`src/rtl/ipml_fifo_rd_unpack.sv`:
```
`timescale 1ns/1ps
// ipml_fifo_rd_unpack
// Read-side stage for the mixed-width FIFO, clocked by rd_clk.
// It drives the FIFO's non-FWFT read port, which has a fixed read latency.
// Wide words are prefetched into a small ring buffer of c_RD_LATENCY+2 entries.
// Each buffered word is then unpacked into c_RATIO narrow beats, LSB slice first,
// and presented as a valid/ready stream.
//
// Ports:
//   rd_clk, rd_rst  clock and reset (reset is asynchronous, active-high)
//   fifo_rd_en      FIFO read enable (also the RAM clock enable)
//   fifo_rd_oce     FIFO output register enable, tied high
//   fifo_rd_data    FIFO read data, valid c_RD_LATENCY cycles after fifo_rd_en
//   fifo_rd_empty   FIFO empty flag
//   flush           synchronous drop of all buffered and in-flight words
//   out_data        current narrow beat
//   out_valid       beat valid
//   out_ready       downstream accept
//   buf_level       number of wide words held in the buffer
//   out_last        (only with IPML_RD_UNPACK_LAST_EN) final beat of a wide word
//
// Optional feature macro: IPML_RD_UNPACK_LAST_EN adds the out_last port.
module ipml_fifo_rd_unpack #(
  parameter int c_IN_DATA_WIDTH  = 32,
  parameter int c_OUT_DATA_WIDTH = 8,
  parameter int c_RD_LATENCY     = 1
) (
  input  logic                              rd_clk,
  input  logic                              rd_rst,
  output logic                              fifo_rd_en,
  output logic                              fifo_rd_oce,
  input  logic [c_IN_DATA_WIDTH-1:0]        fifo_rd_data,
  input  logic                              fifo_rd_empty,
  input  logic                              flush,
  output logic [c_OUT_DATA_WIDTH-1:0]       out_data,
  output logic                              out_valid,
  input  logic                              out_ready,
  output logic [$clog2(c_RD_LATENCY+3)-1:0] buf_level
`ifdef IPML_RD_UNPACK_LAST_EN
  ,
  output logic                              out_last
`endif
);

  localparam int c_RATIO     = c_IN_DATA_WIDTH / c_OUT_DATA_WIDTH;
  localparam int c_BUF_DEPTH = c_RD_LATENCY + 2;
  localparam int c_LVL_W     = $clog2(c_BUF_DEPTH + 1);
  localparam int c_PTR_W     = $clog2(c_BUF_DEPTH);
  localparam int c_CNT_W     = (c_RATIO > 1) ? $clog2(c_RATIO) : 1;

  logic [c_LVL_W-1:0]         occ_q, occ_d;
  logic [c_LVL_W-1:0]         discard_q, discard_d;
  logic [c_LVL_W-1:0]         pend_s;
  logic [c_LVL_W:0]           inuse_s;
  logic [c_PTR_W-1:0]         wr_ptr_q, wr_ptr_d;
  logic [c_PTR_W-1:0]         rd_ptr_q, rd_ptr_d;
  logic [c_CNT_W-1:0]         cnt_q, cnt_d;
  logic [c_RD_LATENCY-1:0]    pipe_q, pipe_d;
  logic [c_IN_DATA_WIDTH-1:0] mem_q [c_BUF_DEPTH];
  logic [c_IN_DATA_WIDTH-1:0] head_s;
  logic                       land_s, keep_s, accept_s, last_s, pop_s;

  // Ring pointer increment.
  // The depth need not be a power of two, so the wrap is explicit.
  function automatic logic [c_PTR_W-1:0] ptr_inc(input logic [c_PTR_W-1:0] p);
    if (p == c_PTR_W'(c_BUF_DEPTH - 1)) begin
      return {c_PTR_W{1'b0}};
    end else begin
      return p + c_PTR_W'(1);
    end
  endfunction

  // Number of reads still travelling through the FIFO's read latency.
  function automatic logic [c_LVL_W-1:0] count_ones(input logic [c_RD_LATENCY-1:0] v);
    logic [c_LVL_W-1:0] n;
    n = {c_LVL_W{1'b0}};
    for (int i = 0; i < c_RD_LATENCY; i++) begin
      n = n + c_LVL_W'(v[i]);
    end
    return n;
  endfunction

  assign fifo_rd_oce = 1'b1;
  assign buf_level   = occ_q;

  // Issue decision and stream-side handshake decode.
  always_comb begin
    pend_s   = count_ones(pipe_q);
    // The oldest pipe stage marks the cycle fifo_rd_data is valid.
    land_s   = pipe_q[c_RD_LATENCY-1];
    // Only registered occupancy is counted, so there is no path from out_ready to fifo_rd_en.
    inuse_s  = {1'b0, occ_q} + {1'b0, pend_s};
    fifo_rd_en = !fifo_rd_empty && !flush && !rd_rst &&
                 (inuse_s < (c_LVL_W + 1)'(c_BUF_DEPTH));
    keep_s   = land_s && (discard_q == {c_LVL_W{1'b0}}) && !flush;
    out_valid = (occ_q != {c_LVL_W{1'b0}});
    head_s   = mem_q[rd_ptr_q];
    out_data = head_s[int'(cnt_q) * c_OUT_DATA_WIDTH +: c_OUT_DATA_WIDTH];
    last_s   = (cnt_q == c_CNT_W'(c_RATIO - 1));
    accept_s = out_valid && out_ready && !flush;
    pop_s    = accept_s && last_s;
  end

`ifdef IPML_RD_UNPACK_LAST_EN
  assign out_last = out_valid && last_s;
`endif

  // Next-state logic for occupancy, pointers, beat index, discard count and in-flight pipe.
  always_comb begin
    pipe_d[0] = fifo_rd_en;
    for (int i = 1; i < c_RD_LATENCY; i++) begin
      pipe_d[i] = pipe_q[i-1];
    end
    occ_d     = occ_q;
    discard_d = discard_q;
    wr_ptr_d  = wr_ptr_q;
    rd_ptr_d  = rd_ptr_q;
    cnt_d     = cnt_q;
    if (flush) begin
      occ_d    = {c_LVL_W{1'b0}};
      wr_ptr_d = {c_PTR_W{1'b0}};
      rd_ptr_d = {c_PTR_W{1'b0}};
      cnt_d    = {c_CNT_W{1'b0}};
      // A word landing in the flush cycle is already dropped here.
      // Only the reads still behind it need counting.
      discard_d = pend_s - c_LVL_W'(land_s);
    end else begin
      if (land_s && (discard_q != {c_LVL_W{1'b0}})) begin
        discard_d = discard_q - c_LVL_W'(1);
      end else begin
        discard_d = discard_q;
      end
      if (keep_s) begin
        wr_ptr_d = ptr_inc(wr_ptr_q);
      end else begin
        wr_ptr_d = wr_ptr_q;
      end
      if (accept_s) begin
        if (last_s) begin
          cnt_d    = {c_CNT_W{1'b0}};
          rd_ptr_d = ptr_inc(rd_ptr_q);
        end else begin
          cnt_d    = cnt_q + c_CNT_W'(1);
          rd_ptr_d = rd_ptr_q;
        end
      end else begin
        cnt_d    = cnt_q;
        rd_ptr_d = rd_ptr_q;
      end
      case ({keep_s, pop_s})
        2'b10:   occ_d = occ_q + c_LVL_W'(1);
        2'b01:   occ_d = occ_q - c_LVL_W'(1);
        default: occ_d = occ_q;
      endcase
    end
  end

  // Control state registers.
  always_ff @(posedge rd_clk or posedge rd_rst) begin
    if (rd_rst) begin
      occ_q     <= {c_LVL_W{1'b0}};
      discard_q <= {c_LVL_W{1'b0}};
      wr_ptr_q  <= {c_PTR_W{1'b0}};
      rd_ptr_q  <= {c_PTR_W{1'b0}};
      cnt_q     <= {c_CNT_W{1'b0}};
      pipe_q    <= {c_RD_LATENCY{1'b0}};
    end else begin
      occ_q     <= occ_d;
      discard_q <= discard_d;
      wr_ptr_q  <= wr_ptr_d;
      rd_ptr_q  <= rd_ptr_d;
      cnt_q     <= cnt_d;
      pipe_q    <= pipe_d;
    end
  end

  // Prefetch buffer storage.
  // It holds data only, so it has no reset.
  always_ff @(posedge rd_clk) begin
    if (keep_s) begin
      mem_q[wr_ptr_q] <= fifo_rd_data;
    end
  end

endmodule
```
`config.mk`:
```
export PLATFORM = sky130hd
export DESIGN_NAME = ipml_fifo_rd_unpack
export DESIGN_NICKNAME = d
export VERILOG_FILES = /design/src/rtl/ipml_fifo_rd_unpack.sv
export SDC_FILE = /design/constraint.sdc
export NUM_CORES = 1
export LEC_CHECK = 0
export CAP_MARGIN = 0
export CORE_ASPECT_RATIO = 0.75
export CORE_MARGIN = 5
export CORE_UTILIZATION = 40
export CTS_CLUSTER_SIZE = 16
export DETAILED_ROUTE_END_ITERATION = 6
export PLACE_DENSITY = 0.7
export SETUP_SLACK_MARGIN = 0.3
export SYNTH_ARGS = -nofsm -noshare
export SYNTH_HDL_FRONTEND = slang
export SYNTH_SLANG_ARGS = --single-unit
```
`constraint.sdc`:
```
create_clock -name rd_clk -period 11.45 [get_ports rd_clk]
set_input_delay 2.29 -clock rd_clk [delete_from_list [all_inputs] [get_ports rd_clk]]
set_output_delay 2.29 -clock rd_clk [all_outputs]
set_load 0.01 [all_outputs]
```
* Yosys cells after proc, flatten, opt, wreduce, memory -nomap -nowiden
Memories as Yosys holds them, arrays and structs flattened.
Index checks and enable logic that the tools add are counted.
** Word-level totals
- Bits in registers :: 11
- RAM bits :: 96
- Input port bits :: 37
- Logic and storage cells :: 59
- Memories :: 1
** Operators by class
- Add/sub/neg operators :: 8
- $lt $le $gt $ge :: 1
- Eq/ne operators :: 5
- Shift-type cells :: 1
- Muxes and demuxes :: 16
- Reductions and logical operators :: 21
** Memory list
- mem_q :: depth 3, width 32, rd ports 1, clocked after Yosys merged registers in 0, write ports 1, line 59 : logic [c_IN_DATA_WIDTH-1:0] mem_q [c_BUF_DEPTH];
** Operator list (number)
- $shiftx A32 B6 Y8 :: 1
- $mux W2 :: 13
- $reduce_bool A2 Y1 :: 6
- $logic_and A1 B1 Y1 :: 9
- $add A2 B1 Y2 const B :: 4
- $eq A2 B2 Y1 const B :: 4
- $pmux W2 S2 :: 1
- $sub A2 B1 Y2 const B :: 2
- $add A2 B1 Y3 :: 1
- $logic_not A1 Y1 :: 3
- $lt A3 B2 Y1 const B :: 1
- $reduce_bool A3 Y1 :: 1
- $eq A2 B1 Y1 const B :: 1
- $logic_not A2 Y1 :: 1
- $mux W1 :: 2
- $reduce_and A2 Y1 :: 1
- $sub A1 B1 Y2 :: 1

* Depth between registers and ports, before layout
- Depth after elaboration :: 7
- Mapped depth :: 5
- Mapped depth without buffers :: 5

* Least setup slack after synthesis
No wires, ideal clock.
- Path kind :: in2reg
- Start :: input flush
- End :: memory mem_q[2][0] (enable)
- Setup time :: 0.513 ns
- Arrival time :: 5.863 ns
- Data required time :: 10.937 ns
- Path slack :: 5.074 ns
- Cell stages on the path :: 2
- Cells stage by stage :: clkbuf_1 -> nor4b_1
** Between the ends
- Word-level cells in the longest chain between the ends :: 4
** Ends and longest elaborated chain
- start, declared :: line 34 : input logic flush,
- $logic_not A1 Y1 :: line 95 : keep_s = land_s && (discard_q == {c_LVL_W{1'b0}}) && !flush;
- $logic_and A1 B1 Y1 :: line 95
- $mux W1 :: line 180 : if (keep_s) begin
- $mux W1 (implied by the code) :: line 181 : mem_q[wr_ptr_q] <= fifo_rd_data;
- end, declared :: line 59
Every way passes these cells.

* Worst setup path after layout
- Start :: input flush
- End :: output fifo_rd_en
** Between the ends
- Word-level cells in the longest chain between the ends :: 4
** Ends and longest elaborated chain
- $logic_not A1 Y1 :: line 93 : fifo_rd_en = !fifo_rd_empty && !flush && !rd_rst &&
- $logic_and A1 B1 Y1 (3 in a row) :: line 93
- end, declared :: line 30 : output logic fifo_rd_en,
Every way passes these cells.

==> results.ini <==
[run_status]
status=finished clean

[clock_tree]
clkTransAtPathRegs_ns=0.07
cts_made_buffers=9
cts_root_buf=clkbuf_16
cts_setup_buffers=0
cts_hold_buf=0
cts_buffer_depth=2
cts_tree=done
htree_levels=3
clock_latency_ns=0.34
cts_resized=0
clkSinkCount=107

[critical_path]
timing.critical_path.arrival_ns=4.37
cp_max_fo=15
cp_slowest_stage_delay_ns=0.69
critical_path.top_delay_family=buffers and inverters
worstPathCellList=clkdlybuf4s50_1, or4_1, a21oi_1, clkdlybuf4s50_1
critPathMostFrequentCell=clkdlybuf4s50_1
worst-r2r-setup-slack_ns=9.27
endpoint_kind=output port
start_kind=input pin
cp.required_ns=9.16
path_class=in2out
crit_buf_inv=2
crit_slowest_cell=clkdlybuf4s50_1

[timing]
fmax_mhz=150.2
finalClockSkew_ns=0.009222
setup_ws_ns=4.792
hold_viol_final=0
fin_crit_sh=0.5814
slew_violations=0
tns_ns=0
worst_pin_slew_ns=0.8802
fin_crit_ns=6.658
rsz0062_at_grt=no
slew_headroom=0.4132
setup_violations=0

[route]
drtPass1Iterations=4
drc=0
viasPerCell=5.069
vias=2119
wirelength_um=7472
ant_nets=0
drt_iter0_markers=161
post_drt_wl_per_cell_um=17.88

[place]
dp_hpwl_um=4837
gp_congestion=0.7082
port_buffers=48
pre_cts_slack_ns=4.774

[pwr]
irDropWorstVdd_mv=0.09366
leakage_nw=1.744
powerDensity_nw_per_um2=144.2
finalPower_uw=761.1

[synth]
syn_area_um2=4362
ys_ff_latch=107
synth.avg_cell_area_um2=19.74
synth-seq-area-share=0.7240
yosys.area.top_type=edfxtp_1
synth.distinct_cells=30
syn_inst=221
yosysWarnings=0
synth_top_area_frac=0.6609
syn-num-nets=262
yosys-top-cells-area=edfxtp_1 66%, mux4_2 8.3%, mux2_2 6.7%, dfrtp_1 6.3%, mux2_1 3.9%

[die]
io_pins=50
num_rows=33
start_util=0.4047
core_region_area_um2=10780
die_y_um=100.4
fp.dieArea_um2=13110
die_w_um=130.6

[final_layout]
num_antenna_cells=0
fin_nets=314
drive_gt1_frac=0.2374
area_growth_pct=21.03

[global_route]
grt_pass1_vias=2211
grt_max_degree=33
grt.total_usage=0.1225
grt_first_pass_wirelength_um=11880
overflow=0
antenna_found_initial=0

[flow_run]
maxCapViolCount=0

[min_path]
hold_path.class=reg2reg

==> cell type report <==
| class | count | area (µm²) |
|---|---|---|
| Clock buffer | 9 | 225.2 |
| Clock inverter | 7 | 68.82 |
| Fill cell | 885 | 5498 |
| Inverter | 3 | 11.26 |
| Multi-Input combinational cell | 100 | 1130 |
| Sequential cell | 107 | 3158 |
| Tap cell | 140 | 175.2 |
| Timing Repair Buffer | 52 | 510.5 |
==> registers in the layout (all words and copies together) (netlist names) <==
name / count
buf_level: 2
cnt_q: 2
discard_q: 2
land_s: 1
mem_q: 96
rd_ptr_q: 2
wr_ptr_q: 2
==> synthesized netlist by cell type <==
cell type	count
edfxtp_1	96
mux2_2	26
mux4_2	16
mux2_1	15
dfrtp_1	11
a21oi_1	7
nand2_1	6
nor2_1	5
buf_6	4
clkbuf_1	4
ha_1	4
inv_1	3
nor2b_1	3
or3_1	3
buf_2	2
mux2i_1	2
a211oi_1	1
and3_1	1
buf_4	1
conb_1	1
nand4b_1	1
nor4_1	1
nor4b_1	1
o211ai_1	1
o21ai_0	1
or2_2	1
or3b_2	1
or4_1	1
xnor2_1	1
xor3_1	1
==> report_power, final <==
part | switching, mW | total (mW) | internal [mW]
combinational | 0.0130 | 0.0340 | 0.0211
clock | 0.126 | 0.295 | 0.169
sequential | 0.00308 | 0.432 | 0.429
total | 0.142 | 0.761 | 0.619
==> placed cells by master, fill, tap and decap left out, drive strengths merged, types with 2 or more instances in the layout <==
master	n
edfxtp	96
clkdlybuf4s50	48
mux2	41
mux4	16
dfrtp	11
clkbuf	9
a21oi	7
nand2	6
nor2	5
clkinv	5
ha	4
buf	4
nor2b	3
or3	3
inv	3
mux2i	2
==> routing by layer <==
metal / track usage / up-vias / routed length, µm
met1: 0.1695 / 1081 / 3473
li1: - / 980 / -
met3: 0.04202 / 6 / 434
met5: 0 / - / 0
met2: 0.1874 / 52 / 3503
met4: 0.03083 / 0 / 60
==> worst paths after layout <==
path                         startpoint      endpoint  cells past startpoint
setup / recovery                  flush    fifo_rd_en                      4
hold / removal             discard_q[0]  discard_q[0]                      2
setup reg to reg               cnt_q[0]  buf_level[1]                      4
hold reg to reg            discard_q[0]  discard_q[0]                      2
max in group asynchronous        rd_rst  buf_level[1]                      2
min in group asynchronous        rd_rst   wr_ptr_q[1]                      2
==> tightest hold or removal path, delay by kind of cell, from the launching register on <==
family	cells	cell delay, ns
simple gates	1	0.07
xor+xnor	1	0.08
flops	1	0.36
==> cell families (layout without fill, tap and decap cells) <==
kind of cell    Yosys count  in the layout  synth area share
mux                      59             59            0.1931
fa+ha+maj                 4              4           0.01147
other cells               1              1         0.0008598
compound gates           10             10           0.01262
simple gates             24             24           0.03013
xor+xnor                  2              2          0.007458
buf+inv                  14             71           0.02037
flops                   107            107            0.7240
==> through the flow <==
step	instances	instance area, µm²	utilization	hold WS [ns]
floorplan	221	4362	-	0.5099
global placement	402	4985	0.4626	0.5269
detailed placement	402	4985	0.4626	0.5426
CTS	418	5279	0.4898	0.5577
global route	418	5279	0.4898	0.6047
finish	418	5279	0.4898	0.5504
Note: power is estimated with default switching activity, not from simulation.
